$ cat src/rtl/fir_mc_serial.sv
// Multi-channel order-N FIR filter built around one shared multiplier that
// handles one tap per cycle. Each channel has its own delay line; all channels
// share one coefficient bank. Results are saturated.
`timescale 1ns/1ps
module fir_mc_serial #(
    parameter int WIX = 4,
    parameter int WFX = 5,
    parameter int WIC = 4,
    parameter int WFC = 5,
    parameter int WIY = WIX + WIC,
    parameter int N   = 4,
    parameter int NCH = 2,
    localparam int CW = (NCH > 1) ? $clog2(NCH) : 1,
    localparam int AW = (N > 0) ? $clog2(N + 1) : 1
) (
    input  logic                          i_clk,
    input  logic                          i_reset_n,
    input  logic                          i_x_valid,
    output logic                          o_x_ready,
    input  logic [CW-1:0]                 i_x_ch,
    input  logic signed [WIX+WFX-1:0]     i_x,
    input  logic                          i_coef_we,
    input  logic [AW-1:0]                 i_coef_addr,
    input  logic signed [WIC+WFC-1:0]     i_coef_data,
    output logic                          o_y_valid,
    output logic [CW-1:0]                 o_y_ch,
    output logic signed [WIY+WFX+WFC-1:0] o_y,
    output logic                          o_y_sat,
    output logic                          o_of_sat,
    input  logic                          i_of_clr
);
    localparam int WX   = WIX + WFX;
    localparam int WC   = WIC + WFC;
    localparam int WY   = WIY + WFX + WFC;
    localparam int PW   = WIX + WIC + WFX + WFC;
    localparam int ACCW = PW + AW;
    localparam logic signed [ACCW-1:0] YMAX = {{(ACCW-WY+1){1'b0}}, {(WY-1){1'b1}}};
    localparam logic signed [ACCW-1:0] YMIN = {{(ACCW-WY+1){1'b1}}, {(WY-1){1'b0}}};

    typedef enum logic {S_IDLE, S_MAC} state_t;

    state_t                  r_state, w_state_nxt;
    logic                    r_rdy_en;
    logic [AW-1:0]           r_k;
    logic [CW-1:0]           r_ch;
    logic signed [ACCW-1:0]  r_acc;
    logic signed [WX-1:0]    r_hist [NCH][N+1];
    logic signed [WC-1:0]    r_coef [N+1];
    logic                    r_y_valid, r_y_sat, r_of;
    logic [CW-1:0]           r_y_ch;
    logic signed [WY-1:0]    r_y;

    logic                    w_xfer, w_ch_ok, w_last, w_hi, w_lo;
    logic signed [PW-1:0]    w_hx, w_cx, w_prod;
    logic signed [ACCW-1:0]  w_sum;

    // Ready stays low for the first edge after reset release.
    assign o_x_ready = r_rdy_en && (r_state == S_IDLE);
    assign w_xfer    = i_x_valid && o_x_ready;
    assign w_ch_ok   = ({1'b0, i_x_ch} < (CW+1)'(NCH));
    assign w_last    = (r_state == S_MAC) && (r_k == AW'(N));

    assign w_hx   = PW'(r_hist[r_ch][r_k]);
    assign w_cx   = PW'(r_coef[r_k]);
    assign w_prod = w_hx * w_cx;
    assign w_sum  = r_acc + ACCW'(w_prod);
    assign w_hi   = (w_sum > YMAX);
    assign w_lo   = (w_sum < YMIN);

    always_ff @(posedge i_clk or negedge i_reset_n) begin
        if (!i_reset_n) r_state <= S_IDLE;
        else            r_state <= w_state_nxt;
    end

    always_comb begin
        w_state_nxt = r_state;
        case (r_state)
            S_IDLE:  if (w_xfer && w_ch_ok) w_state_nxt = S_MAC;
            S_MAC:   if (w_last) w_state_nxt = S_IDLE;
            default: w_state_nxt = S_IDLE;
        endcase
    end

    always_ff @(posedge i_clk or negedge i_reset_n) begin
        if (!i_reset_n) begin
            r_rdy_en  <= 1'b0;
            r_k       <= '0;
            r_ch      <= '0;
            r_acc     <= '0;
            r_y_valid <= 1'b0;
            r_y_sat   <= 1'b0;
            r_y_ch    <= '0;
            r_y       <= '0;
            r_of      <= 1'b0;
            for (int c = 0; c < NCH; c++)
                for (int t = 0; t <= N; t++) r_hist[c][t] <= '0;
            for (int t = 0; t <= N; t++) r_coef[t] <= '0;
        end else begin
            r_rdy_en  <= 1'b1;
            r_y_valid <= 1'b0;
            r_of      <= (r_y_valid && r_y_sat) || (r_of && !i_of_clr);
            if (r_state == S_IDLE) begin
                // Coefficient reads start one edge after a transfer, so a
                // write on the transfer edge is seen by that computation.
                if (i_coef_we && (i_coef_addr <= AW'(N)))
                    r_coef[i_coef_addr] <= i_coef_data;
                if (w_xfer && w_ch_ok) begin
                    for (int t = N; t > 0; t--) r_hist[i_x_ch][t] <= r_hist[i_x_ch][t-1];
                    r_hist[i_x_ch][0] <= i_x;
                    r_ch  <= i_x_ch;
                    r_k   <= '0;
                    r_acc <= '0;
                end
            end else begin
                r_acc <= w_sum;
                r_k   <= w_last ? '0 : r_k + AW'(1);
                if (w_last) begin
                    r_y_valid <= 1'b1;
                    r_y_ch    <= r_ch;
                    r_y_sat   <= w_hi || w_lo;
                    r_y       <= w_hi ? YMAX[WY-1:0] : (w_lo ? YMIN[WY-1:0] : w_sum[WY-1:0]);
                end
            end
        end
    end

    assign o_y_valid = r_y_valid;
    assign o_y_ch    = r_y_ch;
    assign o_y       = r_y;
    assign o_y_sat   = r_y_sat;
    assign o_of_sat  = r_of;
endmodule

$ cat config.mk
export PLATFORM = sky130hd
export DESIGN_NAME = fir_mc_serial
export DESIGN_NICKNAME = d
export VERILOG_FILES = /design/src/rtl/fir_mc_serial.sv
export SDC_FILE = /design/constraint.sdc
export NUM_CORES = 1
export LEC_CHECK = 0
export ABC_AREA = 1
export BUFFER_PORTS_ARGS = -buffer_cell sky130_fd_sc_hd__clkbuf_2
export CORE_MARGIN = 2
export CORE_UTILIZATION = 50
export DETAILED_ROUTE_END_ITERATION = 10
export PLACE_DENSITY = 0.68
export SYNTH_ARGS = -nofsm -noshare
export SYNTH_HDL_FRONTEND = slang
export SYNTH_SLANG_ARGS = --single-unit
$ cat constraint.sdc
create_clock -name i_clk -period 15.5 [get_ports i_clk]
set_input_delay 0.775 -clock i_clk [delete_from_list [all_inputs] [get_ports i_clk]]
set_output_delay 0.775 -clock i_clk [all_outputs]
set_load 0.05 [all_outputs]
== Word-level counts from Yosys, hierarchy flattened ==
Index checks and enable logic that the tools add are counted.
Widths: inputs -> output; s select.

* Memories: 0
* Bits in registers: 184
* Latch bits: 0
* RAM bits: 0
* Bits of input ports: 27
* Memory bits (read-only): 0

* Div/mod/pow operators: 0
* Multiplexer cells: 42
* Shifts and indexed selects: 0
* Reductions and logical operators: 15
* $lt $le $gt $ge: 9
* Equal/unequal tests: 1
* Bitwise operators: 5
* $add $sub $neg: 2
* Multipliers: 1

{| class="wikitable"
|+ Operators with widths
! operator !! count
|-
| $bwmux 90 || 5
|-
| $mux 45 || 7
|-
| $demux 45 s1 || 5
|-
| $bmux 9 s3 || 2
|-
| $mux 18 || 3
|-
| $mux 9 || 6
|-
| $bwmux 45 || 1
|-
| $mux 21 || 2
|-
| $mux 36 || 1
|-
| $demux 9 s3 || 1
|-
| $mux 27 || 1
|-
| $add 21x18->21 || 1
|-
| $gt 21x18->1 const B || 1
|-
| $lt 21x18->1 const B || 1
|-
| $mul 9x9->18 || 1
|-
| $mux 3 || 3
|-
| $ge 4x4->1 const B || 2
|-
| $logic_and 1x1->1 || 8
|-
| $not 3->4 || 2
|-
| $reduce_and 2->1 || 3
|-
| $ge 2x2->1 const B || 2
|-
| $lt 4x1->1 const B || 1
|-
| $mux 1 || 4
|-
| $not 1->2 || 2
|-
| 9 further kinds || 10
|}

== Logic depth before layout (Yosys ltp) ==
* Depth after elaboration: 12
* Mapped depth: 36
* Gate-level depth less buffers: 32

== Worst setup path before layout ==
No wires, ideal clock.

* Kind: register -> register
* Start: register r_k[0]
* End: register r_y[10] (netlist: o_y[10])
* Clock period less this slack: 6.150 ns
* Required time: 15.381 ns
* Stages on the path, launching flop included: 27
* Path slack: 9.350 ns
* Library setup time: 0.119 ns
* Arrival time: 6.031 ns
* Cells stage by stage: dfrtp_1 -> inv_2 -> buf_1 -> a21oi_1 -> a221o_1 -> o21ai_1 -> nand2_1 -> fa_1 -> inv_1 -> fa_1 -> fa_1 -> fa_1 -> inv_1 -> fa_1 -> inv_1 -> ha_1 -> nand2_2 -> inv_1 -> a21oi_1 -> nor2_1 -> nor2_1 -> nand3_1 -> nand2_1 -> nand3_2 -> a21oi_4 -> buf_8 -> a21oi_2

* Cells in the longest elaborated chain, start to end: 9

{| class="wikitable"
|+ RTL lines
! element !! RTL line !! source
|-
| from (decl) || 44 || <nowiki>logic [AW-1:0] r_k;</nowiki>
|-
| from (signal assigned) || 116 || <nowiki>r_k <= w_last ? '0 : r_k + AW'(1);</nowiki>
|-
| $not 3->4 (implied by the code) || 63, 64 ||
|-
| $bmux 9 s3 (on tied branches) || 63, 64 ||
|-
| $mux 9 (on tied branches) (2 in series) || 63, 64 ||
|-
| $mul 9x9->18 || 65 || <nowiki>assign w_prod = w_hx * w_cx;</nowiki>
|-
| $add 21x18->21 || 66 || <nowiki>assign w_sum = r_acc + ACCW'(w_prod);</nowiki>
|-
| $lt 21x18->1 || 68 || <nowiki>assign w_lo = (w_sum < YMIN);</nowiki>
|-
| $mux 18 (2 in series) || 121 || <nowiki>r_y <= w_hi ? YMAX[WY-1:0] : (w_lo ? YMIN[WY-1:0] : w_sum[WY-1:0]);</nowiki>
|-
| to (signal assigned) || 121 ||
|-
| to (decl) || 51 || <nowiki>logic signed [WY-1:0] r_y;</nowiki>
|}

Parallel ways exist; a longest one is shown, timed or not. The select of a mux whose other input is x is not followed.
A chain may end at the register's enable or synchronous reset.

== Worst setup path after layout ==
* Start: register r_k[1]
* End: register r_y[0] (netlist: o_y[0])

The elaborated chain is that of the path after synthesis.

==> results.md <==
* Critical-path top delay cell: dfrtp_1
* # H-tree levels at 4
* RSZ-0062 raised after global routing: no
* Slew @ Worst Pin at 1.13 ns
* FILL cells at 2306
* Critical Path, Cell by Cell: inv_1 -> a32o_1 -> o22ai_1 -> nand2_1 -> fa_1 -> inv_1 -> fa_1 -> fa_1 -> fa_1 -> inv_1 -> fa_1 -> inv_1 -> ha_1 -> nand2_1 -> inv_1 -> a21oi_1 -> nand2_1 -> nand2_1 -> nand3_1 -> nand2_1 -> nand2_1 -> a21oi_4 -> a21oi_1
* Sum Neg Setup Slack at 0 ns
* First-pass GRT wire length at 49700 microns
* Final hold vios at 0
* Antenna Violating Nets Remaining at 0
* Warnings from Yosys at 0
* Crit-path max cell delay at 0.91 ns
* Met2 WL post-DR at 14000 microns
* Max Cap Viol at 0
* GPL Wtd Cong at 0.873
* Initial DRC Count at 699
* Seq/Total Area, Yosys at 36.6%
* Clk_skew at roughly 0.014 ns
* Rows at between 50 and 60
* Post-DP HPWL at approximately 20000 microns
* Average wire per standard cell at 15.5 microns
* Netlist cell types at between 40 and 50
* Mapped Nets at 1676
* # port buffers at 49
* Vias in the first global route at 10000
* CP top delay family: adder cells
* CTS resizes at 0
* CTS tree: done
* Num CTS Buffers at 17
* FFs w/ async S/R, synth at between 90% and 100%
* 1st-pass router iterations at 5
* Clk sinks at 184
* Largest net degree at the start of global routing at ~110
* Nets@finish at 1696
* HP Class: in2async
* Initial core utilization at 50.4%
* Slew margin rel. at 24.3%
* Worst reg2reg path depth at 23
* Mapped Area at 12600 sq um
* Startpoint Class: flop
* Met3 Routed Length at ~1200 microns
* Critical Path AT at roughly 8.4 ns
* Synth Flop Type: dfrtp_1
* Antenna cell count at 0
* DRC at 0
* Routed met1 length at 13300 microns
* Max Slew Vio Count at 0
* GRT overflow at 0
* Buf/Inv on CP at 5
* Tmin final at between 8 and 9 ns
* Gate Count Post-Synth at 1500
* # IOs at 50
* Via count at ~10000
* WS Path Type: reg2reg
* Die area at between 20000 and 30000 sq um
* Total wire length at 28900 microns
* GRT Util Overall at a little under a quarter
* Clk_lat worst skew at 0.44 ns
* Highest clock rate at 124 MHz
* Core area at between 20000 and 25000 sq um
* Critical path required time at 15.78 ns
* DIE HEIGHT at 163 microns
* Post-CTS Hold Fix Bufs at 0
* Outcome: finished clean
* Mean Syn Cell Area at 8.38 sq um
* CTS Root Cell: clkbuf_16
* Layout cells sized above 1 at around a tenth
* Final Cycle Share at 52.1%
* Area Overhead vs Synth at 8.79%
* Clock Tree Buf Depth at 2
* Stages on worst setup path at 23
* Post-CTS setup buffer count at 0
* Crit path max fanout at 24
* Antenna violations before repair at 0
* EDFF count, synth at 0
* Count of final setup violators at 0
* Clock-pin slew on the worst setup and hold paths at 0.08 ns
* CP dominant cell by count: nand2_1
* CP endpoint kind: flop
* #FFs+latches synth at 184
* Vias/cell at roughly 5.3
* Overall die width at 163 microns
* Top sig layer: met4
==> Yosys cell counts, types with 2 or more instances <==
cell type	instances	area share, %
buf_2	17	0.68
nor2_1	64	1.9
fa_1	93	15
buf_4	2	0.12
o21ai_1	4	0.16
xnor2_1	9	0.63
nor3_2	3	0.24
nand4_1	10	0.50
inv_1	272	8.1
xor2_1	9	0.63
ha_1	56	5.6
inv_2	3	0.090
nand2_1	338	10
o21ai_0	153	6.1
a32o_1	4	0.32
nand3_2	4	0.32
mux2_2	13	1.2
nor2_2	2	0.099
a21oi_1	85	3.4
nand2_2	5	0.25
clkbuf_1	28	0.84
mux2_1	5	0.45
or2_2	19	0.95
a221o_1	5	0.40
o21a_1	18	1.1
nand3_1	61	2.4
o22ai_1	5	0.25
buf_1	6	0.18
dfrtp_1	184	37
a21oi_2	10	0.70
==> cells by family (layout without fill, tap and decap cells) <==
| family | count (synthesis) | count (layout) | share of synthesized area [%] |
|---|---|---|---|
| XOR/XNOR | 18 | 18 | 1.25 |
| buffers and inverters | 331 | 364 | 10.3 |
| other | 1 | 1 | 0.0298 |
| AND/OR/NAND/NOR | 511 | 511 | 17.2 |
| flip-flops | 184 | 184 | 36.6 |
| multiplexers | 18 | 18 | 1.61 |
| adder cells (fa/ha/maj) | 149 | 149 | 20.4 |
| AO/OA/AOI/OAI | 288 | 288 | 12.7 |
==> cell usage in the layout (no fill, tap or decap), drive strengths merged, types with 2 or more instances in the layout <==
cell	Yosys	final
o21a	18	18
o22ai	5	5
clkinv	1	4
xor2	9	9
inv	275	284
mux2	18	18
o21ai	157	157
buf	27	7
bufinv	0	2
ha	56	56
nand4	10	10
xnor2	9	9
a32o	4	4
fa	93	93
dfrtp	184	184
a221o	5	5
clkbuf	28	67
a21oi	96	96
nor3	4	4
nand2	344	344
nand3	65	65
nor2	67	67
or2	19	19
==> registers in the layout (all words and copies together), names as in the netlist <==
signal,count
r_k,3
o_y_valid,1
o_of_sat,1
r_state,1
o_y,18
r_rdy_en,1
r_coef,45
o_y_ch,1
r_ch,1
r_hist,90
r_acc,21
o_y_sat,1
==> final timing paths <==
kind	to	slack, ns	from
setup / recovery	o_y[0]	7.42	r_k[1]
hold / removal	r_hist[33]	0.44	i_reset_n
setup reg to reg	o_y[0]	7.42	r_k[1]
hold reg to reg	r_hist[52]	0.48	r_hist[61]
max in group asynchronous	r_acc[0]	13.52	i_reset_n
min in group i_clk	r_hist[52]	0.48	r_hist[61]
==> final cells by class <==
type	instances	area [sq um]	share of cell area (%)
clock inverter	14	195	1.43
inverter	276	1040	7.57
clock buffer	18	439	3.21
sequential	184	4600	33.7
multi-input combinational	985	6690	48.9
timing repair buffer	56	307	2.24
tap	330	413	3.02
==> routing by layer <==
metal | vias up | track usage [%]
li1 | 4735 | -
met1 | 4926 | 32.9
met2 | 216 | 39.5
met3 | 21 | 3.03
met4 | 0 | 5.15
met5 | - | 0
==> metrics by stage <==
step           hold slack, ns  worst slack [ns]  area, sq um  std cells  util (%)
2_1_floorplan           0.453              9.35        12600       1500         -
3_3_place_gp            0.462              7.65        13000       1831      52.3
3_5_place_dp            0.468              7.54        13000       1831      52.3
4_1_cts                 0.483              7.51        13700       1863      54.8
5_1_grt                 0.511              6.88        13700       1863      54.8
6_report                0.439              7.42        13700       1863      54.8
Power is not shown: default switching activity piles up to over one toggle a cycle in this logic, so the estimate is an artifact.
